**src/rtl/shift_sequencer.sv**
```systemverilog
`default_nettype none
// ============================================================================
// Module   : shift_sequencer
// Purpose  : Shares one 0..15-position shift step between two requesters and
//            sequences shifts of 0..2^AMT_W-1 positions, one chunk of at most
//            15 positions per clock. Returns result, {S,Z,C,V} flags and the
//            requester ID through a valid/ready response port.
// Revision : 1.0 - initial release
// ----------------------------------------------------------------------------
// Ports
//   clk, rst                 clock, synchronous active-high reset
//   reqN_valid / reqN_ready  request handshake for requester N (0 or 1)
//   reqN_a / reqN_op         16-bit operand, opcode (8 SLL, 9 SLR, 10 SRL, 11 SRA)
//   reqN_amt                 total shift amount
//   rsp_valid / rsp_ready    response handshake
//   rsp_id                   requester index of the response
//   rsp_out / rsp_cond       result and {S,Z,C,V} flags
//   rsp_err                  opcode was outside 8..11
//   busy                     an operation is running or awaiting acceptance
// ============================================================================
module shift_sequencer #(
  parameter int AMT_W = 6
) (
  input  logic             clk,
  input  logic             rst,
  input  logic             req0_valid,
  output logic             req0_ready,
  input  logic [15:0]      req0_a,
  input  logic [3:0]       req0_op,
  input  logic [AMT_W-1:0] req0_amt,
  input  logic             req1_valid,
  output logic             req1_ready,
  input  logic [15:0]      req1_a,
  input  logic [3:0]       req1_op,
  input  logic [AMT_W-1:0] req1_amt,
  output logic             rsp_valid,
  input  logic             rsp_ready,
  output logic             rsp_id,
  output logic [15:0]      rsp_out,
  output logic [3:0]       rsp_cond,
  output logic             rsp_err,
  output logic             busy
);

  typedef enum logic [1:0] {
    S_IDLE = 2'd0,
    S_RUN  = 2'd1,
    S_DONE = 2'd2
  } state_e;

  state_e           state_q, state_d;
  logic             rr_q, rr_d;       // round-robin pointer: preferred port on a tie
  logic             id_q, id_d;
  logic [3:0]       op_q, op_d;
  logic [AMT_W-1:0] rem_q, rem_d;     // positions still to shift
  logic [15:0]      work_q, work_d;
  logic             carry_q, carry_d;
  logic             err_q, err_d;

  // --------------------------------------------------------------------------
  // Grant: a lone valid port wins; on a tie the round-robin pointer decides.
  // --------------------------------------------------------------------------
  logic grant_any;
  logic grant_id;

  always_comb begin
    grant_any = req0_valid | req1_valid;
    grant_id  = (req0_valid && req1_valid) ? rr_q : req1_valid;
  end

  assign req0_ready = (state_q == S_IDLE) && grant_any && !grant_id;
  assign req1_ready = (state_q == S_IDLE) && grant_any &&  grant_id;

  // --------------------------------------------------------------------------
  // One chunk of shifting. Each shift is done one bit wider than the operand
  // so the extra bit captures the last bit shifted out; a chunk of 0 leaves
  // that bit at 0, which yields carry = 0 without a special case.
  // --------------------------------------------------------------------------
  logic [3:0]        chunk;
  logic [AMT_W-1:0]  rem_next;
  logic [16:0]       sll_ext;
  logic [16:0]       srl_ext;
  logic signed [16:0] sra_ext;
  logic [15:0]       rol_res;
  logic [15:0]       shift_res;
  logic              shift_c;

  always_comb begin
    chunk    = (rem_q > AMT_W'(15)) ? 4'd15 : rem_q[3:0];
    rem_next = rem_q - AMT_W'(chunk);
    sll_ext  = {1'b0, work_q} << chunk;
    srl_ext  = {work_q, 1'b0} >> chunk;
    sra_ext  = $signed({work_q, 1'b0}) >>> chunk;
    // Right shift by 16 (chunk 0) is all zeros, so rotate-by-0 is identity.
    rol_res  = (work_q << chunk) | (work_q >> (5'd16 - {1'b0, chunk}));

    shift_res = work_q;
    shift_c   = 1'b0;
    case (op_q)
      4'd8: begin
        shift_res = sll_ext[15:0];
        shift_c   = sll_ext[16];
      end
      4'd9: begin
        shift_res = rol_res;
        shift_c   = 1'b0;
      end
      4'd10: begin
        shift_res = srl_ext[16:1];
        shift_c   = srl_ext[0];
      end
      4'd11: begin
        shift_res = sra_ext[16:1];
        shift_c   = sra_ext[0];
      end
      default: begin
        // Illegal opcode: operand passes through, chunk count still consumed.
        shift_res = work_q;
        shift_c   = 1'b0;
      end
    endcase
  end

  // --------------------------------------------------------------------------
  // Next-state logic
  // --------------------------------------------------------------------------
  always_comb begin
    state_d = state_q;
    rr_d    = rr_q;
    id_d    = id_q;
    op_d    = op_q;
    rem_d   = rem_q;
    work_d  = work_q;
    carry_d = carry_q;
    err_d   = err_q;

    case (state_q)
      S_IDLE: begin
        if (grant_any) begin
          state_d = S_RUN;
          id_d    = grant_id;
          rr_d    = ~grant_id;
          work_d  = grant_id ? req1_a   : req0_a;
          op_d    = grant_id ? req1_op  : req0_op;
          rem_d   = grant_id ? req1_amt : req0_amt;
          carry_d = 1'b0;
          err_d   = grant_id ? (req1_op[3:2] != 2'b10) : (req0_op[3:2] != 2'b10);
        end
      end
      S_RUN: begin
        // amt = 0 passes through here once with chunk 0.
        work_d  = shift_res;
        carry_d = shift_c;
        rem_d   = rem_next;
        if (rem_next == '0) begin
          state_d = S_DONE;
        end
      end
      S_DONE: begin
        if (rsp_ready) begin
          state_d = S_IDLE;
        end
      end
      default: begin
        state_d = S_IDLE;
      end
    endcase
  end

  always_ff @(posedge clk) begin
    if (rst) begin
      state_q <= S_IDLE;
      rr_q    <= 1'b0;
      id_q    <= 1'b0;
      op_q    <= 4'd0;
      rem_q   <= '0;
      work_q  <= 16'd0;
      carry_q <= 1'b0;
      err_q   <= 1'b0;
    end else begin
      state_q <= state_d;
      rr_q    <= rr_d;
      id_q    <= id_d;
      op_q    <= op_d;
      rem_q   <= rem_d;
      work_q  <= work_d;
      carry_q <= carry_d;
      err_q   <= err_d;
    end
  end

  // --------------------------------------------------------------------------
  // Response outputs come straight from registers and read as zero outside
  // DONE.
  // --------------------------------------------------------------------------
  always_comb begin
    rsp_valid = (state_q == S_DONE);
    busy      = (state_q != S_IDLE);
    rsp_id    = rsp_valid & id_q;
    rsp_err   = rsp_valid & err_q;
    rsp_out   = rsp_valid ? work_q : 16'd0;
    rsp_cond  = rsp_valid ? {work_q[15], (work_q == 16'd0), carry_q, 1'b0} : 4'd0;
  end

endmodule
`default_nettype wire

```
**config.mk**
```make
export PLATFORM = sky130hd
export DESIGN_NAME = shift_sequencer
export DESIGN_NICKNAME = d
export VERILOG_FILES = /design/src/rtl/shift_sequencer.sv
export SDC_FILE = /design/constraint.sdc
export NUM_CORES = 1
export LEC_CHECK = 0
export ABC_AREA = 1
export BUFFER_PORTS_ARGS = -buffer_cell sky130_fd_sc_hd__buf_2
export CORE_MARGIN = 4
export CORE_UTILIZATION = 40
export DETAILED_ROUTE_END_ITERATION = 7
export GPL_TIMING_DRIVEN = 0
export SYNTH_ARGS = -nofsm -noshare
export SYNTH_HDL_FRONTEND = slang
export SYNTH_SLANG_ARGS = --single-unit
```
**constraint.sdc**
```tcl
create_clock -name clk -period 3.68 [get_ports clk]
set_input_delay 0.736 -clock clk [delete_from_list [all_inputs] [get_ports clk]]
set_output_delay 0.736 -clock clk [all_outputs]
set_load 0.03 [all_outputs]
```
==> flow_metrics.tcl, run 1 <==
set metrics [dict create \
    status "complete, no violations" \
    worstReg2RegStart "rem_q[1]" \
    dieArea_um2 13140 \
    hpwl_mm 16.37 \
    final_antenna_net_count 0 \
    max_slew_margin_pct 60.60 \
    rsz0062_at_grt "no" \
    syn_nets 903 \
    cts_tree "done" \
    die_y_um 114.6 \
    grt_max_degree 12 \
    async_flop_share_pct 0 \
    critPathLaunch "rem_q[1]" \
    final_cell_count_no_fill 1072 \
    dp.cells 1064 \
    netlist_area_um2 4547 \
    drive_gt1_share_pct 19.10 \
    postCtsSetupBuffers 0 \
    crit_path_max_incr_delay_ns 0.41 \
    ys_warn_count 0 \
    yosys.area.top_type "nand2_1" \
    antenna_found_initial 0 \
    cts_htree_levels 2 \
    finalCritPeriodShare_pct 84.88 \
    synth_area_leaders "nand2_1 22%, nand3_1 22%, dfxtp_1 14%" \
    cts_made_buffers 5 \
    syn2layout_area_growth_pct 15.82 \
    n_antenna_cell 0 \
    initial_core_util_pct 41.40 \
    yosysMostFrequentCell "nand2_1" \
    hold_buffers 0 \
    slew_viol_final 0 \
    port_buffers 80 \
    fmax_ghz 0.3201 \
    arrival_ns 3.26 \
    hold_class "reg2reg" \
    worstPathRequired_ns 3.82 \
    routedWlPerCell_um 18.56 \
    die_w_um 114.6 \
    row_count 38 \
    grtUsageTotal_pct 30.20 \
    setup_violations 0 \
    netlist_top_cells_count "271 x nand2_1, 202 x nand3_1, 68 x inv_1" \
    synth_edf_count 0 \
    cts_sinks 32 \
    clock_path_buffers 2 \
    critPathCaptureType "register" \
    drc 0 \
    finalHoldViolations 0 \
    critical_path_class "reg2reg" \
    path_clk_slew_ns 0.06 \
    synth_cells 844 \
    netlist-cell-type-count 44 \
    gp_congestion 1.029 \
    max_slew.worst_pin.slew_ns 0.5910 \
    grt_pass1_wl_mm 30.59 \
    routed_wl_mm 19.90 \
    critPathMostFrequentCell "nand2_1" \
    grt_pass1_vias 5521 \
    pin_count 83 \
    drv_cap 0 \
    startpoint_type "register" \
    cts_root_buf "clkbuf_16" \
    crit_buf_inv 6 \
    ctsResizeCount 0 \
    vdd_ir_drop_max_v 0.0002584 \
    finalCriticalPeriod_ns 3.124 \
    cp_max_fo 10 \
    core_um2 10980 \
    vias 6008 \
    power_density_nw_per_um2 760.0 \
    min_from "work_q[6]" \
    finalSetupTns_ns 0 \
    synth_ff_type "dfxtp_1" \
    path_cells "inv_1 > nand2_4 > clkinv_4 > buf_2 > ha_1 > buf_2 > inv_1 > clkbuf_1 > nand2_2 > nand3_1 > nand2_1 > nand2_1 > nand2_1 > nor2_1 > nand2_1 > nand2_1 > a21oi_1" \
    nets 990 \
    finClkSkew_ns 0.006651 \
    via_per_inst 5.604 \
    avgSynthCellArea_um2 5.387 \
    synth_top_area_share_pct 22.37 \
    drt_iter0_markers 883 \
    critPathSlowestCell "dfxtp_1" \
    synth-seq-cells 32 \
    yosysSeqAreaShare_pct 14.09 \
    critical-path-top-delay-family "buffers and inverters" \
    clk_latency_ns 0.28 \
    p_leak_nw 2.708 \
    overflow 0 \
    first_pass_iters 6 \
]
## state kept, by name (all words and copies together), names as in the netlist
name and count:
carry_q 1, err_q 1, id_q 1, op_q 4, rem_q 6, rr_q 1
state_q 2, work_q 16
## per-stage QoR
step                      hold slack [ns]  total power (W)  utilization [%]  cell area, um2  setup slack, ns
final                              0.4628         0.004002            47.95            5266           0.5564
after global routing               0.4821         0.004268            47.95            5266           0.3889
after CTS                          0.4636         0.003883            47.95            5266           0.6734
after detailed placement           0.4551         0.003461            46.64            5122           0.7042
after global placement             0.4541         0.003511            46.64            5122           0.6401
after floorplan                    0.4436         0.002641                -            4547           0.9060
## cells in the final DEF (no fill, tap or decap), drive strengths merged, types with 2 or more instances in the layout
| master | count |
|---|---|
| a31oi | 3 |
| clkbuf | 16 |
| a221oi | 2 |
| inv | 76 |
| nand4 | 7 |
| o31ai | 3 |
| o21ai | 28 |
| a211oi | 2 |
| a22oi | 2 |
| nand2 | 296 |
| nand3 | 215 |
| dfxtp | 32 |
| buf | 110 |
| clkinv | 8 |
| ha | 2 |
| o221ai | 2 |
| nor2 | 76 |
| a21oi | 38 |
| o211ai | 2 |
| or2 | 2 |
| nor3 | 3 |
## layer usage
metal	part of all wire [%]	GRT usage [%]	vias up	routed length [um]
li1	-	-	2955	-
met1	42	43.44	2563	8410
met2	40	44.28	407	7991
met3	12	3.647	83	2324
met4	5.9	14.57	0	1168
met5	0	0	-	0
## layout make-up
class | instances | area (um2)
Buffer | 41 | 239.0
Clock buffer | 5 | 125.1
Clock inverter | 3 | 18.77
Fill cell | 1236 | 5717
Inverter | 81 | 311.5
Multi-Input combinational cell | 690 | 3356
Sequential cell | 32 | 640.6
Tap cell | 140 | 175.2
Timing Repair Buffer | 80 | 400.4
## path summary, 6_finish.rpt
kind	endpoint	slack [ns]	depth (start not counted)
worst max-delay path	work_q[9]	0.56	17
worst min-delay path	work_q[6]	0.46	2
worst max register to register	work_q[9]	0.56	17
worst min register to register	work_q[6]	0.46	2
## worst register-to-register path, delay by kind of cell (launching register included)
family	cells	cell delay [ns]
fa+ha+maj	1	0.30
simple gates	9	0.99
buf+inv	6	1.22
compound gates	1	0.05
flops	1	0.41
## logic make-up after synthesis
group | Yosys count | share of synthesized area, %
buffers and inverters | 122 | 12.11
adders and majority gates | 2 | 0.5503
muxes | 1 | 0.2202
xor gates and xnor gates | 1 | 0.1927
DFF | 32 | 14.09
and+or+nand+nor | 600 | 62.08
AOI/OAI and AO/OA | 85 | 10.68
other | 1 | 0.08247
## where the power goes
group | internal [W] | total [W] | switching, W
sequential | 0.000413 | 0.000476 | 0.0000631
clock | 0.000249 | 0.000415 | 0.000166
combinational | 0.000899 | 0.00311 | 0.00221
total | 0.00156 | 0.00400 | 0.00244
Note: power is estimated with default switching activity, not from simulation.
==> run 2, diff against run 1 <==
--- a/config.mk
+++ b/config.mk
@@ -5,7 +5,7 @@
 export SDC_FILE = /design/constraint.sdc
 export NUM_CORES = 1
 export LEC_CHECK = 0
-export ABC_AREA = 1
+export ABC_AREA = 0
 export BUFFER_PORTS_ARGS = -buffer_cell sky130_fd_sc_hd__buf_2
 export CORE_MARGIN = 4
 export CORE_UTILIZATION = 40
==> constraint.sdc (replaced) <==
create_clock -name clk -period 2.53 [get_ports clk]
set_input_delay 0.506 -clock clk [delete_from_list [all_inputs] [get_ports clk]]
set_output_delay 0.506 -clock clk [all_outputs]
set_load 0.03 [all_outputs]
==> flow_metrics.tcl, run 2 <==
set metrics [dict create \
    status "finished, violations left" \
    violations "DRC, setup timing" \
    crit_path_end "work_q[13]" \
    critical_path_class "reg2reg" \
    max_slew_margin_pct 41.49 \
    syn2layout_area_growth_pct 30.90 \
    core_um2 11660 \
    synth_ff_type "dfxtp_1" \
    drc 8 \
    antenna_found_initial 0 \
    synthSimpleGateAreaFrac_pct 32.24 \
    yosys.area.top_type "dfxtp_1" \
    grt_max_degree 11 \
    setup_violations 3 \
    rsz0062_at_grt "yes" \
    clock_path_buffers 2 \
    largestRegisters "work_q (16), rem_q (6), op_q (4)" \
    holdWs_ns 0.4622 \
    reg2regPathDepth 9 \
    drv_cap 0 \
    fill_cells 1097 \
    ys_warn_count 0 \
    avgSynthCellArea_um2 6.719 \
    first_pass_iters 8 \
    hpwl_mm 21.72 \
    critPathLaunch "rem_q[4]" \
    path_depth 9 \
    cts_made_buffers 5 \
    yosysMostFrequentCell "nor2_1" \
    gp_congestion 1.141 \
    finClkSkew_ns 0.009161 \
    largest_reg_flops 16 \
    cts_tree "done" \
    power_density_nw_per_um2 1635 \
    critPathCaptureType "register" \
    cts_root_buf "clkbuf_16" \
    min_from "err_q" \
    crit_path_max_incr_delay_ns 0.47 \
    grt_pass1_wl_mm 43.40 \
    netlist_area_um2 4851 \
    synth_cells 722 \
    finalHoldViolations 0 \
    syn_nets 781 \
    crit_buf_inv 3 \
    max_slew.worst_pin.slew_ns 0.8777 \
    grt_pass1_vias 6749 \
    synth_top_area_share_pct 13.21 \
    path_clk_slew_ns 0.06 \
    dp.cells 945 \
    cts_htree_levels 2 \
    yosysSeqAreaShare_pct 13.21 \
    r2r_setup_slack_ns -0.08 \
    synth_compound_area_share_pct 34.92 \
    nets 884 \
    fmax_ghz 0.3832 \
    synth_top_family_by_area "compound AO/OA/AOI/OAI gates" \
    grtUsageTotal_pct 40.83 \
    critical-path-top-delay-family "simple AND/OR/NAND/NOR gates" \
    critPathSlowestCell "nor3_2" \
    cp_max_fo 10 \
    layout_setup_ws_ns -0.07966 \
    routedWlPerCell_um 30.84 \
    final_cell_count_no_fill 969 \
    path_cells "buf_4 > buf_6 > or3_1 > buf_2 > nor3_2 > o21ai_1 > a31oi_1 > a2111oi_2 > a211oi_1" \
    startpoint_type "register" \
    finalSetupTns_ns -0.2062 \
    final_common_cell "buf_2" \
    synth_area_leaders "dfxtp_1 13%, mux2i_1 6.8%, nor2_1 6.7%" \
    port_buffers 80 \
    die_y_um 118.1 \
    reg2reg_to "work_q[13]" \
    vias 7174 \
    layout_common_cells "97 x buf_2, 83 x nor2_1, 70 x nand2_1" \
    finalCritPeriodShare_pct 103.1 \
    hold_class "reg2reg" \
    pin_count 83 \
    worstReg2RegStart "rem_q[4]" \
    async_flop_share_pct 0 \
    worstPathRequired_ns 2.74 \
    final_antenna_net_count 0 \
    synth_edf_count 0 \
    vdd_ir_drop_max_v 0.0007099 \
    netlist_top_cells_count "86 x nor2_1, 71 x nand2_1, 44 x clkbuf_1" \
    synth_xor_area_share_pct 1.109 \
    dieArea_um2 13950 \
    p_leak_nw 2.406 \
    finalCriticalPeriod_ns 2.610 \
    fin_total_pwr_w 0.01038 \
    post-route-util_pct 54.45 \
    n_antenna_cell 0 \
    slew_viol_final 0 \
    routed_wl_mm 29.88 \
    cts_sinks 32 \
    synthMuxAreaShare_pct 8.434 \
    row_count 39 \
    netlist-cell-type-count 86 \
    drive_gt1_share_pct 31.60 \
    arrival_ns 2.82 \
    die_w_um 118.1 \
    synth-adder-area-share_pct 0.5159 \
    initial_core_util_pct 41.59 \
    via_per_inst 7.404 \
    drt_iter0_markers 1333 \
    synth-seq-cells 32 \
    top_register "work_q" \
    overflow 0 \
    clk_latency_ns 0.29 \
]
run 2: layer usage:
metal  global-route usage (%)  up-vias  wire length, um
met5                        0        -                0
met4                    23.66        0             2517
met3                    13.41      200             4427
met2                    60.84      741            12190
met1                    51.35     3303            10750
li1                         -     2930                -
run 2: repair_timing:
| item | in CTS | in global routing |
|---|---|---|
| resized for setup | 79 | 63 |
| cloned | 1 | 0 |
| setup buffers | 18 | 7 |
| pin swaps | 24 | 15 |
| endpoints found under the setup margin | 20 | 23 |
| hold buffers | 0 | 0 |
run 2: worst min-delay path: cells and delay by family (launching register included):
kind               cells  cell delay, ns
and+or+nand+nor        1            0.05
DFF                    1            0.31
AOI/OAI and AO/OA      1            0.05
run 2: worst min path at each step:
stage / end / cells past startpoint
after floorplan: err_q / 2
after global placement: err_q / 2
after detailed placement: err_q / 2
after CTS: err_q / 2
after global routing: op_q[0] / 3
final: err_q / 2
run 2: stage by stage:
step / area [um2] / setup slack (ns)
floorplan: 4925 / 0.007625
CTS: 6158 / -0.08551
global placement: 5504 / -0.5954
finish: 6350 / -0.07966
global route: 6350 / -0.04851
detailed placement: 5504 / -0.5714
run 2: where the power goes:
group | internal, W | switching [W]
sequential | 0.000671 | 0.000293
combinational | 0.00301 | 0.00562
clock | 0.000520 | 0.000268
run 2: cell type report:
class | instances | area, um2 | area share (%)
tap | 143 | 178.9 | 2.818
clock buffer | 7 | 152.6 | 2.404
multi-input combinational | 592 | 4233 | 66.66
buffer | 72 | 395.4 | 6.227
clock inverter | 1 | 30.03 | 0.4729
timing repair buffer | 106 | 623.1 | 9.813
sequential | 32 | 655.6 | 10.33
inverter | 16 | 81.33 | 1.281
run 2: kinds of logic after synthesis:
logic type | Yosys count
buf+inv | 98
other cells | 1
flops | 32
mux | 39
compound gates | 237
fa+ha+maj | 2
xor+xnor | 4
simple gates | 309
==> run 3, diff against run 2 <==
--- a/config.mk
+++ b/config.mk
@@ -11,6 +11,8 @@
 export CORE_UTILIZATION = 40
 export DETAILED_ROUTE_END_ITERATION = 7
 export GPL_TIMING_DRIVEN = 0
+export REMOVE_ABC_BUFFERS = 1
+export SLEW_MARGIN = 20
 export SYNTH_ARGS = -nofsm -noshare
 export SYNTH_HDL_FRONTEND = slang
 export SYNTH_SLANG_ARGS = --single-unit
==> flow_metrics.tcl, run 3 (synthesis results as in run 2) <==
set metrics [dict create \
    status "finished, violations left" \
    violations "setup timing" \
    hold_depth 2 \
    reg2regPathDepth 8 \
    final_antenna_net_count 0 \
    critPathLaunch "rem_q[4]" \
    path_clk_slew_ns 0.07 \
    power.internal_w 0.004090 \
    holdWs_ns 0.4682 \
    switching_share_pct 58.01 \
    port_buffers 81 \
    dieArea_um2 13950 \
    cp_max_fo 13 \
    drt_iter0_markers 1135 \
    cts_htree_levels 2 \
    max_slew_margin_pct 42.42 \
    top_register "work_q" \
    slew_viol_final 0 \
    core_um2 11660 \
    worstPathRequired_ns 2.68 \
    cts_tree "done" \
    power.switching_w 0.005651 \
    overflow 0 \
    grt_pass1_wl_mm 38.65 \
    power_frac_clock_pct 8.1 \
    hold_buffers 0 \
    cts_root_buf "clkbuf_16" \
    arrival_ns 2.76 \
    cts_sinks 32 \
    drc 0 \
    hold_class "reg2reg" \
    seq_power_share_pct 14.0 \
    drv_cap 0 \
    grt_busiest_layer "met2" \
    fin_area_um2 6277 \
    crit_path_max_incr_delay_ns 0.53 \
    syn2layout_area_growth_pct 29.40 \
    routedWlPerCell_um 28.77 \
    die_y_um 118.1 \
    finalSetupTns_ns -0.09684 \
    pin_count 83 \
    clock_path_buffers 2 \
    fmax_ghz 0.3826 \
    cts_made_buffers 5 \
    finalCritPeriodShare_pct 103.3 \
    use_met1_pct 45.89 \
    drive_gt1_share_pct 30.62 \
    gp_congestion 1.011 \
    path_cells "or3_4 > buf_4 > buf_4 > a211oi_1 > a31o_2 > o22ai_1 > nor3_1 > nor3_1" \
    hpwl_mm 16.63 \
    vias 6622 \
    nets 845 \
    layout_common_cells "83 x nor2_1, 81 x buf_2, 71 x nand2_1" \
    max_slew.worst_pin.slew_ns 0.8628 \
    finalHoldViolations 0 \
    setup_violations 2 \
    min_from "err_q" \
    first_pass_iters 5 \
    critPathSlowestCell "a211oi_1" \
    worstReg2RegStart "rem_q[4]" \
    p_leak_nw 2.325 \
    grt_max_degree 38 \
    combPwrFrac_pct 77.9 \
    fin_total_pwr_w 0.009741 \
    routed_wl_mm 26.75 \
    met3_usage_pct 11.15 \
    grt_pass1_vias 6143 \
    vdd_ir_drop_max_v 0.0006557 \
    post_dp_cell_area_um2 5191 \
    final_common_cell "nor2_1" \
    clk_latency_ns 0.30 \
    dp_slack_ns -2.198 \
    critPathCaptureType "register" \
    row_count 39 \
    finClkSkew_ns 0.01734 \
    n_antenna_cell 0 \
    rsz0062_at_grt "yes" \
    largest_reg_flops 16 \
    die_w_um 118.1 \
    power_density_nw_per_um2 1552 \
    via_per_inst 7.120 \
    finalCriticalPeriod_ns 2.614 \
    initial_core_util_pct 41.59 \
    layout_setup_ws_ns -0.08393 \
    largestRegisters "work_q (16), rem_q (6), op_q (4)" \
    startpoint_type "register" \
    antenna_found_initial 0 \
    met2_usage_pct 54.23 \
    grtUsageTotal_pct 35.76 \
    critical_path_class "reg2reg" \
]
## run 3: cell count changes in the layout (fill, tap and decap cells not counted), moves of 4 or more
| cell | before | now |
|---|---|---|
| buf_8 | 1 | 6 |
| clkbuf_1 | 27 | 0 |
| buf_2 | 97 | 81 |
| a211oi_2 | 9 | 5 |
| clkbuf_2 | 13 | 0 |
| a211oi_1 | 15 | 19 |
| buf_4 | 25 | 38 |
| clkbuf_4 | 6 | 0 |
## run 3: cell type report
type                       count  area [um2]
fill                        1133        5385
multi-input combinational    594        4197
timing repair buffer         136       957.2
sequential                    32       661.9
tap                          143       178.9
clock buffer                   7       152.6
inverter                      16       91.34
clock inverter                 1       30.03
timing repair inverter         1       8.758
## run 3: path summary, 6_finish.rpt
| path | end | slack (ns) |
|---|---|---|
| worst max-delay path | work_q[14] | -0.08 |
| worst min-delay path | err_q | 0.47 |
| worst max register to register | work_q[14] | -0.08 |
| worst min register to register | err_q | 0.47 |
## run 3: metrics by stage
stage,cells,util (%)
after detailed placement,871,44.51
final,930,53.82
after global placement,864,43.28
after floorplan,640,-
after CTS,911,50.13
after global routing,930,53.82
## run 3: layer usage
| layer | share of wire (%) | vias to the layer above | wire length, um |
|---|---|---|---|
| li1 | - | 2873 | - |
| met1 | 37 | 3026 | 9938 |
| met2 | 43 | 591 | 11430 |
| met3 | 14 | 132 | 3864 |
| met4 | 5.7 | 0 | 1517 |
| met5 | 0 | - | 0 |
## run 3: critical path, delay by kind of cell, from the launching register on
kind	cells	cell delay, ns
buffers and inverters	2	0.43
AO/OA/AOI/OAI	3	0.85
AND/OR/NAND/NOR	3	0.83
flip-flops	1	0.37
## run 3: power groups by stage
stage,registers [W],clock network [W],logic (W)
CTS,0.00130,0.000788,0.00644
floorplan,0.00105,0,0.00371
detailed placement,0.00142,0,0.00540
finish,0.00137,0.000790,0.00758
global placement,0.00144,0,0.00526
global route,0.00134,0.000813,0.00787
## run 3: timing repair
item,in CTS,in global routing
resized for setup,40,53
cloned,3,2
setup buffers,29,17
pin swaps,12,18
setup endpoints to repair,19,16
